==> src/rtl/rv32i_types.sv <==
// ============================================================================
// Module   : rv32i_types (package)
// Brief    : Shared RV32I types for the front end: machine word, base opcodes,
//            fetch FSM state encoding and immediate-extraction helpers.
// Revision : 1.0 - initial release
// ============================================================================
`default_nettype none

package rv32i_types;

    // Architectural machine word
    typedef logic [31:0] rv32i_word;

    // RV32I base opcodes (inst[6:0])
    typedef enum logic [6:0] {
        OP_LUI   = 7'b0110111,
        OP_AUIPC = 7'b0010111,
        OP_JAL   = 7'b1101111,
        OP_JALR  = 7'b1100111,
        OP_BR    = 7'b1100011,
        OP_LOAD  = 7'b0000011,
        OP_STORE = 7'b0100011,
        OP_IMM   = 7'b0010011,
        OP_REG   = 7'b0110011,
        OP_CSR   = 7'b1110011
    } rv32i_opcode;

    // Fetch FSM states, explicitly 2-bit encoded
    typedef enum logic [1:0] {
        IDLE    = 2'd0,
        REQ     = 2'd1,
        HOLD    = 2'd2,
        DISCARD = 2'd3
    } fetch_state_t;

    // Sequential fetch stride in bytes
    localparam rv32i_word INST_BYTES = 32'd4;

    // J-type immediate, sign-extended, byte offset
    function automatic rv32i_word imm_j(input rv32i_word inst);
        return {{12{inst[31]}}, inst[19:12], inst[20], inst[30:21], 1'b0};
    endfunction

    // B-type immediate, sign-extended, byte offset
    function automatic rv32i_word imm_b(input rv32i_word inst);
        return {{20{inst[31]}}, inst[7], inst[30:25], inst[11:8], 1'b0};
    endfunction

endpackage

`default_nettype wire

==> src/rtl/fetch_predecode.sv <==
// ============================================================================
// Module   : fetch_predecode
// Brief    : Combinational predecode of a fetched word. Produces the predicted
//            next PC and a taken flag. Static prediction (JAL always taken,
//            backward conditional branches taken) is built only when the
//            FETCH_STATIC_PRED_EN macro is defined; otherwise every word falls
//            through to pc+4 with no prediction.
// Revision : 1.0 - initial release
// ============================================================================
`default_nettype none

module fetch_predecode
    import rv32i_types::*;
(
    input  logic [31:0] inst_i,
    input  logic [31:0] pc_i,
    output logic [31:0] pc_next_o,
    output logic        br_pred_o
);

    // Fall-through address; wraps modulo 2^32
    logic [31:0] w_pc_seq;
    assign w_pc_seq = pc_i + INST_BYTES;

`ifdef FETCH_STATIC_PRED_EN
    logic [6:0] w_opcode;
    assign w_opcode = inst_i[6:0];

    // Static prediction: JAL taken, backward branch taken, everything else sequential
    always_comb begin
        pc_next_o = w_pc_seq;
        br_pred_o = 1'b0;
        if (w_opcode == OP_JAL) begin
            pc_next_o = pc_i + imm_j(inst_i);
            br_pred_o = 1'b1;
        end else if ((w_opcode == OP_BR) && inst_i[31]) begin
            // inst[31] is the sign of imm_b: negative offset means a loop back-edge
            pc_next_o = pc_i + imm_b(inst_i);
            br_pred_o = 1'b1;
        end
    end
`else
    // Instruction word is not inspected without static prediction
    logic w_unused_inst;
    assign w_unused_inst = ^inst_i;

    assign pc_next_o = w_pc_seq;
    assign br_pred_o = 1'b0;
`endif

endmodule

`default_nettype wire

==> src/rtl/fetch_unit.sv <==
// ============================================================================
// Module   : fetch_unit
// Brief    : Front-end fetch stage. Holds the PC, issues single-word I-cache
//            reads, predecodes each returned word and offers
//            {inst, pc, pc_next, br_pred} to the instruction queue. A flush
//            redirects the PC; a read already in flight is drained in DISCARD
//            and its data dropped.
//            Optional static branch prediction: define FETCH_STATIC_PRED_EN.
// Revision : 1.0 - initial release
// ============================================================================
`default_nettype none

module fetch_unit
    import rv32i_types::*;
#(
    parameter logic [31:0] RESET_PC = 32'h0000_0060
) (
    input  logic        clk,
    input  logic        rst,            // asynchronous, active-low
    input  logic        flush,
    input  logic [31:0] redirect_pc,
    output logic        icache_read,
    output logic [31:0] icache_address,
    input  logic [31:0] icache_rdata,
    input  logic        icache_resp,
    input  logic        iq_ready,
    output logic        iq_valid,
    output logic [31:0] iq_inst,
    output logic [31:0] iq_pc,
    output logic [31:0] iq_pc_next,
    output logic        iq_br_pred
);

    fetch_state_t state_q;
    logic [31:0]  pc_q;        // architectural fetch PC
    logic [31:0]  faddr_q;     // address presented to the cache; frozen while a read is open
    logic         read_q;
    logic [31:0]  inst_q;
    logic [31:0]  ipc_q;
    logic [31:0]  ipc_next_q;
    logic         br_pred_q;

    logic [31:0]  w_pred_next;
    logic         w_pred_taken;
    logic         w_transfer;

    // Predecode works on the raw response against the PC of the open read
    fetch_predecode u_predecode (
        .inst_i    (icache_rdata),
        .pc_i      (pc_q),
        .pc_next_o (w_pred_next),
        .br_pred_o (w_pred_taken)
    );

    // A queue write happens only from HOLD, and a flush suppresses it that cycle
    assign w_transfer = (state_q == HOLD) && iq_ready && !flush;

    assign iq_valid       = w_transfer;
    assign icache_read    = read_q;
    assign icache_address = faddr_q;
    assign iq_inst        = inst_q;
    assign iq_pc          = ipc_q;
    assign iq_pc_next     = ipc_next_q;
    assign iq_br_pred     = br_pred_q;

    // Fetch FSM with PC, fetch-address and queue-entry registers; flush has top priority
    always_ff @(posedge clk or negedge rst) begin
        if (!rst) begin
            state_q    <= IDLE;
            pc_q       <= RESET_PC;
            faddr_q    <= RESET_PC;
            read_q     <= 1'b0;
            inst_q     <= 32'd0;
            ipc_q      <= 32'd0;
            ipc_next_q <= 32'd0;
            br_pred_q  <= 1'b0;
        end else if (flush) begin
            pc_q <= redirect_pc;
            case (state_q)
                REQ, DISCARD: begin
                    if (icache_resp) begin
                        // Outstanding read closes this cycle: start the redirected read now
                        state_q <= REQ;
                        faddr_q <= redirect_pc;
                        read_q  <= 1'b1;
                    end else begin
                        // Read still open: keep the stale address until it completes
                        state_q <= DISCARD;
                        read_q  <= 1'b1;
                    end
                end
                default: begin
                    // IDLE or HOLD: no read open, the held entry is dropped
                    state_q <= REQ;
                    faddr_q <= redirect_pc;
                    read_q  <= 1'b1;
                end
            endcase
        end else begin
            case (state_q)
                IDLE: begin
                    state_q <= REQ;
                    faddr_q <= pc_q;
                    read_q  <= 1'b1;
                end
                REQ: begin
                    if (icache_resp) begin
                        state_q    <= HOLD;
                        read_q     <= 1'b0;
                        inst_q     <= icache_rdata;
                        ipc_q      <= pc_q;
                        ipc_next_q <= w_pred_next;
                        br_pred_q  <= w_pred_taken;
                    end
                end
                HOLD: begin
                    if (iq_ready) begin
                        state_q <= REQ;
                        pc_q    <= ipc_next_q;
                        faddr_q <= ipc_next_q;
                        read_q  <= 1'b1;
                    end
                end
                DISCARD: begin
                    if (icache_resp) begin
                        // Stale data dropped; reissue at the redirected PC
                        state_q <= REQ;
                        faddr_q <= pc_q;
                        read_q  <= 1'b1;
                    end
                end
                default: begin
                    state_q <= IDLE;
                    read_q  <= 1'b0;
                end
            endcase
        end
    end

endmodule

`default_nettype wire

==> config.mk <==
export PLATFORM = sky130hd
export DESIGN_NAME = fetch_unit
export DESIGN_NICKNAME = d
export VERILOG_FILES = /design/src/rtl/rv32i_types.sv /design/src/rtl/fetch_predecode.sv /design/src/rtl/fetch_unit.sv
export SDC_FILE = /design/constraint.sdc
export NUM_CORES = 1
export LEC_CHECK = 0
export BUFFER_PORTS_ARGS = -buffer_cell sky130_fd_sc_hd__buf_2
export CORE_ASPECT_RATIO = 0.9
export CORE_UTILIZATION = 45
export DETAILED_ROUTE_END_ITERATION = 8
export PLACE_DENSITY_LB_ADDON = 0.2
export SYNTH_ARGS = -nofsm -noshare
export SYNTH_HDL_FRONTEND = slang
export SYNTH_SLANG_ARGS = --single-unit
==> constraint.sdc <==
create_clock -name clk -period 3.64 [get_ports clk]
set_clock_uncertainty 0.15 [all_clocks]
set_input_delay 0.182 -clock clk [delete_from_list [all_inputs] [get_ports clk]]
set_output_delay 0.182 -clock clk [all_outputs]
set_load 0.005 [all_outputs]
## Word-level counts from Yosys, hierarchy flattened

Cells that the tools add are included.

- $add $sub $neg: 1
- Equal/unequal tests: 7
- Multiplexer cells: 20
- Bitwise logic cells: 1
- Reductions and logical operators: 12

Operator list:

| kind | count |
|---|---|
| $mux W32 | 7 |
| $pmux W32 S3 | 1 |
| $add A32 B3 Y32 const B | 1 |
| $mux W2 | 6 |
| $ne A3 B3 Y1 const B | 4 |
| $pmux W2 S4 | 1 |
| $reduce_and A3 Y1 | 2 |
| $eq A2 B2 Y1 const B | 2 |
| $mux W1 | 4 |
| $pmux W1 S4 | 1 |
| $reduce_and A4 Y1 | 1 |
| $reduce_bool A2 Y1 | 2 |
| $reduce_bool A4 Y1 | 1 |
| $eq A2 B1 Y1 const B | 1 |
| $logic_and A1 B1 Y1 | 2 |
| $logic_not A2 Y1 | 1 |
| $reduce_and A2 Y1 | 1 |
| $reduce_or A2 Y1 | 1 |
| $logic_not A1 Y1 | 1 |
| $not A1 Y1 | 1 |

- Flip-flop bits (word level): 163
- Bits of input ports: 69
- Word-level logic and storage cells: 48

## Logic depth before layout (Yosys ltp)

Gate-level depths: netlist (run 1).

- Depth in word-level cells: 4
- Mapped depth: 9

## By module

A second synthesis (run 1) with hierarchy kept.

- Cell total of the unflattened synthesis: 666
- Area total of the unflattened synthesis: 7,933.9 µm²

By module, submodules not included:

| module | times used | cells an instance | area each (µm²) | sequential area each (µm²) |
|---|---|---|---|---|
| fetch_unit | 1 | 581 | 7,342.0 | 4,083.9 |
| fetch_predecode | 1 | 85 | 591.8 | 0.0 |

## Least setup slack after synthesis (run 1)

OpenSTA, ideal clock, no wires.

- Path kind: reg2reg
- From: register state_q[0]
- To: register faddr_q[14], in the netlist icache_address[14]
- Arrival time: 1.524 ns
- Path slack: 1.831 ns
- Stages on the path, launching flop included: 9
- Path buffers: 2
- Period minus slack after synthesis: 1.809 ns
- Cell sequence: dfrtp_1 -> inv_1 -> ha_1 -> buf_2 -> a21oi_1 -> o21ai_1 -> o21ai_2 -> clkbuf_1 -> o21ai_0

- Longest elaborated chain between the ends: 4
- Elaborated cells between the ends (all ways): 13
- Those cells by class: 6 x eq/ne; 3 x mux; 4 x reduce/logical

RTL lines:

| item | RTL line | source |
|---|---|---|
| start: declaration | fetch_unit.sv:34 | `fetch_state_t state_q;` |
| start signal: assignment | fetch_unit.sv:69 | `state_q <= IDLE;` |
| start signal: assignment | fetch_unit.sv:83 | `state_q <= REQ;` |
| start signal: assignment | fetch_unit.sv:88 | `state_q <= DISCARD;` |
| $eq A2 B2 Y1 or $eq A2 B1 Y1 (tied branches) | fetch_unit.sv:79, fetch_unit.sv:100 |  |
| $reduce_or A2 Y1 | fetch_unit.sv:79 | `case (state_q)` |
| $ne A3 B3 Y1 (no source line) or $mux W32 (tied branches) | - |  |
| $reduce_and A4 Y1 (no source line) or $mux W32 (tied branches) | - |  |
| end signal: assignment | fetch_unit.sv:84 | `faddr_q <= redirect_pc;` |
| end signal: assignment | fetch_unit.sv:95 | `faddr_q <= redirect_pc;` |
| end signal: assignment | fetch_unit.sv:103 | `faddr_q <= pc_q;` |
| end: declaration | fetch_unit.sv:36 | `logic [31:0] faddr_q;` |

Several ways; a longest one is shown, not always the timed one.
A chain may end at the register's enable or synchronous reset.

## Worst setup path after layout (run 1)

- From: register state_q[0]
- To: register inst_q[24], in the netlist iq_inst[24]

- Longest elaborated chain between the ends: 2

RTL lines:

| item | RTL line | source |
|---|---|---|
| $eq A2 B1 Y1 | fetch_unit.sv:100 | `case (state_q)` |
| $reduce_and A3 Y1 (no source line) | - |  |
| end signal: assignment | fetch_unit.sv:110 | `inst_q <= icache_rdata;` |
| end: declaration | fetch_unit.sv:38 | `logic [31:0] inst_q;` |

No other way between the ends.

==> results of run 1 <==
[kinds of logic (layout without fill, tap and decap cells)]
kind of cell / after synthesis / after routing / synth area share (%)
buffers and inverters: 57 / 311 / 3.77
and+or+nand+nor: 183 / 183 / 11.2
adders and majority gates: 4 / 4 / 0.665
DFF: 160 / 160 / 53.3
xor gates and xnor gates: 28 / 28 / 3.26
muxes: 127 / 127 / 17.9
other: 1 / 1 / 0.0498
AOI/OAI and AO/OA: 137 / 137 / 9.89
[per-layer routing]
metal	vias to the layer above	track usage [%]
li1	2880	-
met1	2710	29.9
met2	162	35.4
met3	15	6.65
met4	0	5.62
met5	-	0
[area by class of cell]
cell class | instances | area [um^2]
Clock inverter | 6 | 133
Fill cell | 1334 | 6300
Sequential cell | 160 | 4010
Timing Repair Buffer | 273 | 1770
Multi-Input combinational cell | 480 | 3260
Inverter | 6 | 22.5
Clock buffer | 26 | 489
Tap cell | 207 | 259
[where the power goes]
part / switching, mW / total (mW) / internal (mW)
registers: 0.681 / 3.26 / 2.58
clock network: 0.687 / 1.89 / 1.20
logic: 1.27 / 2.61 / 1.34
total: 2.64 / 7.75 / 5.12
[state kept, by name (all words and copies together), names as in the netlist]
signal / count
iq_pc: 32
iq_inst: 32
state_q: 2
icache_address: 32
pc_q: 32
iq_pc_next: 30
[metrics by stage]
step	util, %	cells	setup WS, ps	hold WS (ps)	instance area, um^2
after detailed placement	53.3	1060	1130	88.7	8660
after global placement	53.3	1060	1180	77.3	8660
after floorplan	-	697	1830	-264	7530
after global routing	61.2	1158	989	178	9940
after CTS	61.2	1158	1130	121	9940
final	61.2	1158	1140	140	9940
[worst max-delay path, delay by kind of cell (launching register included)]
| kind | cells | cell delay [ps] |
|---|---|---|
| DFF | 1 | 420 |
| adders and majority gates | 1 | 260 |
| buffers and inverters | 1 | 400 |
| and+or+nand+nor | 2 | 720 |
| muxes | 1 | 390 |
[placed cells by master (no fill, tap or decap), types with 2 or more instances in the layout]
master / n
dfrtp_1: 156
nand4_1: 10
ha_1: 3
nor2_1: 39
nand3_2: 2
xor2_1: 21
clkbuf_16: 17
o21ai_0: 50
nand3_1: 13
clkbuf_1: 6
xnor2_1: 7
inv_1: 6
o21ai_2: 14
nand2_1: 103
buf_12: 3
clkbuf_8: 3
buf_4: 7
nor3_1: 2
o21ai_1: 33
a21oi_1: 37
and3_1: 2
mux2i_1: 65
mux2_2: 62
dfstp_2: 4
nor3_4: 2
bufinv_16: 4
dlygate4sd3_1: 66
buf_2: 196
[how the worst min path moves through the flow]
stage / cells past startpoint / end / slack [ps]
after detailed placement: 1 / pc_q[12] / 90
after global placement: 1 / icache_address[12] / 80
final: 4 / state_q[0] / 140
after global routing: 4 / state_q[0] / 180
after CTS: 4 / state_q[0] / 120
after floorplan: 0 / icache_address[0] / -260
==> results.cfg, run 1 <==
[status]
outcome = complete, but fails checks
violations = DRC

[critical_path]
crit_path_end_kind = flip-flop
startpoint = state_q[0]
r2r_cells = 5
cp.required_ps = 3790
crit_type = reg2reg
cp.arrival_ps = 2650
r2r-end = iq_inst[24]
ff2ff_setup_slack_ps = 1140
cp_cell_sequence = ha_1 > nor2b_1 > nand2_4 > buf_4 > mux2_2
worstPathMaxFanout = 57
cp-start-kind = flip-flop
crit_slowest_cell = nand2_4
r2r_start = state_q[0]
crit_end = iq_inst[24]
max_stage_delay_ps = 540

[synth]
syn-cell-area_um2 = 7530
avgSynthCellArea_um2 = 10.8
yosysSeqAreaShare_pct = 53.3
ys_top_cells_by_count = dfrtp_1 (156), nand2_1 (103), mux2i_1 (65), mux2_2 (62), o21ai_0 (50)
yosys-top-cells-area = dfrtp_1 (52%), mux2_2 (9.3%), mux2i_1 (8.6%)
synth.most_common_cell = dfrtp_1
synth_flop_cell = dfrtp_1
synth_edf_count = 0
ys_ff_latch = 160
yosysUniqueCellTypes = 37
syn_nets = 770
async_reset_ff_share_pct = 100
yosysWarningCount = 0
synth_top_cell_by_area = dfrtp_1
syn_inst = 697
synth_top_area_share_pct = 51.9

[clock_network]
cts_buffers = 17
cts_tree = built
htreeDepth = 4
cts_buffer_depth = 2
cts-hold-fix-buffers = 66
path_clk_slew_ps = 60
postCtsSetupRepairBufs = 0
ctsRootBufferMaster = clkbuf_16
cts_sinks = 160
cts_resized = 0
clk-insertion-delay-late_ps = 420

[power]
peakVddDrop_v = 0.000445
leakagePower_nw = 4.68
p_per_area_nw_per_um2 = 780
finalPower_mw = 7.75

[timing]
fin_setup_tns_ps = 0
finalHoldViolations = 0
worst_slew_pin_slew_ps = 771
grt_setup_unrepaired = no
finalSetupViolations = 0
maxSlewViolCount = 0
fin_crit_ps = 2500
post-route-period-util_pct = 68.6
relSlewSlack_pct = 48.4
fmax_mhz = 400

[global_route]
grt_pass1_vias = 5830
grt_max_degree = 70
grt_first_pass_wirelength_um = 30300
overflow = 0
grtUsageTotal_pct = 22.3
antenna_found_initial = 0

[detailed_routing]
firstDrtPassIters = 6
wl_per_cell_um = 15.6
post-route-drc-count = 26
route.antenna.remaining_nets = 0
routedLengthMet1_um = 8570
dr.max_layer_used = met4
wl_met2_um = 8240
met3_wirelength_um = 1130
drt_iter0_markers = 253
num_vias = 5767
via_per_inst = 4.98
wl_um = 18100

[floorplanning]
core_area_um2 = 16200
ios = 200
dieHeight_um = 125
dieArea_um2 = 17200
dieWidth_um = 138
rows = 44
initial_core_util_pct = 46.3

[cells_and_area]
drive_gt1_share_pct = 34.5
nets = 1011
diodes = 0
area_delta_synth_final_pct = 32.0

[worst_hold_path]
hold_start = iq_ready
hold_path_class = in2reg

[place]
port_buffers = 198
gp_congestion = 0.748
dp_hpwl_um = 11700

[job]
maxCapViolCount = 0
(Power assumes the default switching activity.)
==> inputs of run 2 (changes only) <==
Clock period 3.64 ns to 2.6 ns, I/O delays scaled along.
==> results.cfg, run 2 (synthesis gave the netlist of run 1 again) <==
[critical_path]
crit_type = reg2reg
cp.arrival_ps = 2290
crit_buf_inv = 2
crit_path_end_kind = flip-flop
crit_slowest_cell = o21ai_4
r2r_cells = 7
cp.required_ps = 2790
crit_family = compound AO/OA/AOI/OAI gates
worstPathMaxFanout = 25
cp_cell_sequence = inv_1 > ha_1 > a21oi_1 > o21ai_4 > buf_4 > nand2_1 > o21ai_1
cp-start-kind = flip-flop
ff2ff_setup_slack_ps = 500
r2r_start = state_q[1]
r2r-end = icache_address[2]
max_stage_delay_ps = 510

[floorplanning]
ios = 200
rows = 44
dieArea_um2 = 17200
core_area_um2 = 16200
initial_core_util_pct = 46.3
dieWidth_um = 138
dieHeight_um = 125

[detailed_routing]
route.antenna.remaining_nets = 0
via_per_inst = 5.02
wl_um = 18500
wl_per_cell_um = 15.8
drt_iter0_markers = 295
num_vias = 5848
firstDrtPassIters = 6
post-route-drc-count = 26

[status]
violations = DRC
outcome = complete, but fails checks

[global_route]
grt_max_degree = 70
antenna_found_initial = 0
overflow = 0
grtUsageTotal_pct = 22.6
grt_pass1_vias = 6053
grt_first_pass_wirelength_um = 30900

[timing]
finalSetupViolations = 0
post-route-period-util_pct = 80.7
fmax_mhz = 477
grt_setup_unrepaired = no
finalHoldViolations = 0
fin_setup_tns_ps = 0
relSlewSlack_pct = 47.2
worst_slew_pin_slew_ps = 792
timing.final.ws_setup_ps = 502
maxSlewViolCount = 0
fin_crit_ps = 2100

[place]
dp_hpwl_um = 11900
port_buffers = 198
placedInstanceArea_um2 = 8710
place_ws_ps = 485
gp_congestion = 0.729

[clock_network]
clk-insertion-delay-late_ps = 420
htreeDepth = 4
cts_sinks = 160
cts_buffer_depth = 2
cts_tree = built
ctsRootBufferMaster = clkbuf_16
path_clk_slew_ps = 60
cts_buffers = 17
postCtsSetupRepairBufs = 0

[cells_and_area]
final_common_cell = buf_2
area_delta_synth_final_pct = 32.4
drive_gt1_share_pct = 35.2
most-common-layout-cells = buf_2 (196), dfrtp_1 (156), nand2_1 (103)
finalInstanceArea_um2 = 9970
diodes = 0
fillCellCount = 1330
nets = 1018

[power]
power_frac_comb_pct = 34.4
internal-power_mw = 6.94
netSwitchingFraction_pct = 35.3
leakagePower_nw = 4.68
peakVddDrop_v = 0.000848
seq_power_share_pct = 42.3
p_per_area_nw_per_um2 = 1080
p_switching_mw = 3.78
clockPowerShare_pct = 23.3

[worst_hold_path]
hold_start = iq_ready
hold_end = state_q[0]
hold_path_class = in2reg
hold_depth = 4

[job]
maxCapViolCount = 0
run 2: worst max path at each step:
stage	start	endpoint	slack (ps)	cells after the start
2_1_floorplan	state_q[0]	icache_address[14]	790	8
3_3_place_gp	state_q[1]	icache_address[3]	550	6
5_1_grt	state_q[1]	icache_address[3]	270	7
6_report	state_q[1]	icache_address[2]	500	7
3_5_place_dp	state_q[1]	icache_address[4]	490	6
4_1_cts	state_q[1]	icache_address[2]	450	7
run 2: metrics by stage:
stage                     utilization [%]  cells  hold WS, ps  power [mW]
final                                61.4   1165         99.4        10.7
after floorplan                         -    697         -316        6.55
after CTS                            61.4   1165         70.1        10.8
after global placement               53.7   1066         10.4        8.11
after global routing                 61.4   1165          127        11.5
after detailed placement             53.7   1066       -0.265        8.21
run 2: routing by layer:
layer,up-vias,global-route usage [%],part of all wire (%)
li1,2901,-,-
met1,2755,29.9,46
met2,171,36.6,47
met3,21,6.00,5.6
met4,0,6.28,1.4
met5,-,0,0
run 2: what timing repair did:
action | CTS | global route
hold endpoints to repair | 155 | 0
endpoints found under the setup margin | 0 | 0
resized for setup | 0 | 0
hold buffers | 67 | 0
run 2: power groups by stage:
stage	logic [mW]	registers [mW]	clock network, mW
after floorplan	2.12	4.43	0
after global placement	3.57	4.54	0
after detailed placement	3.65	4.56	0
after CTS	3.73	4.54	2.54
after global routing	4.14	4.71	2.65
final	3.68	4.54	2.50
run 2: area by class of cell:
class	instances	area, um^2	share of cell area, %
clock buffers	21	450	4.52
repair buffers	280	1830	18.4
clock inverters	11	131	1.32
flip-flops and latches	160	4010	40.2
multi-input cells	480	3260	32.7
inverters	6	22.5	0.226
well taps	207	259	2.60
run 2: worst min-delay path: stages:
cell and delay, ps:
buf_2 130, nand2b_1 120, a21oi_1 100, mux2i_1 140
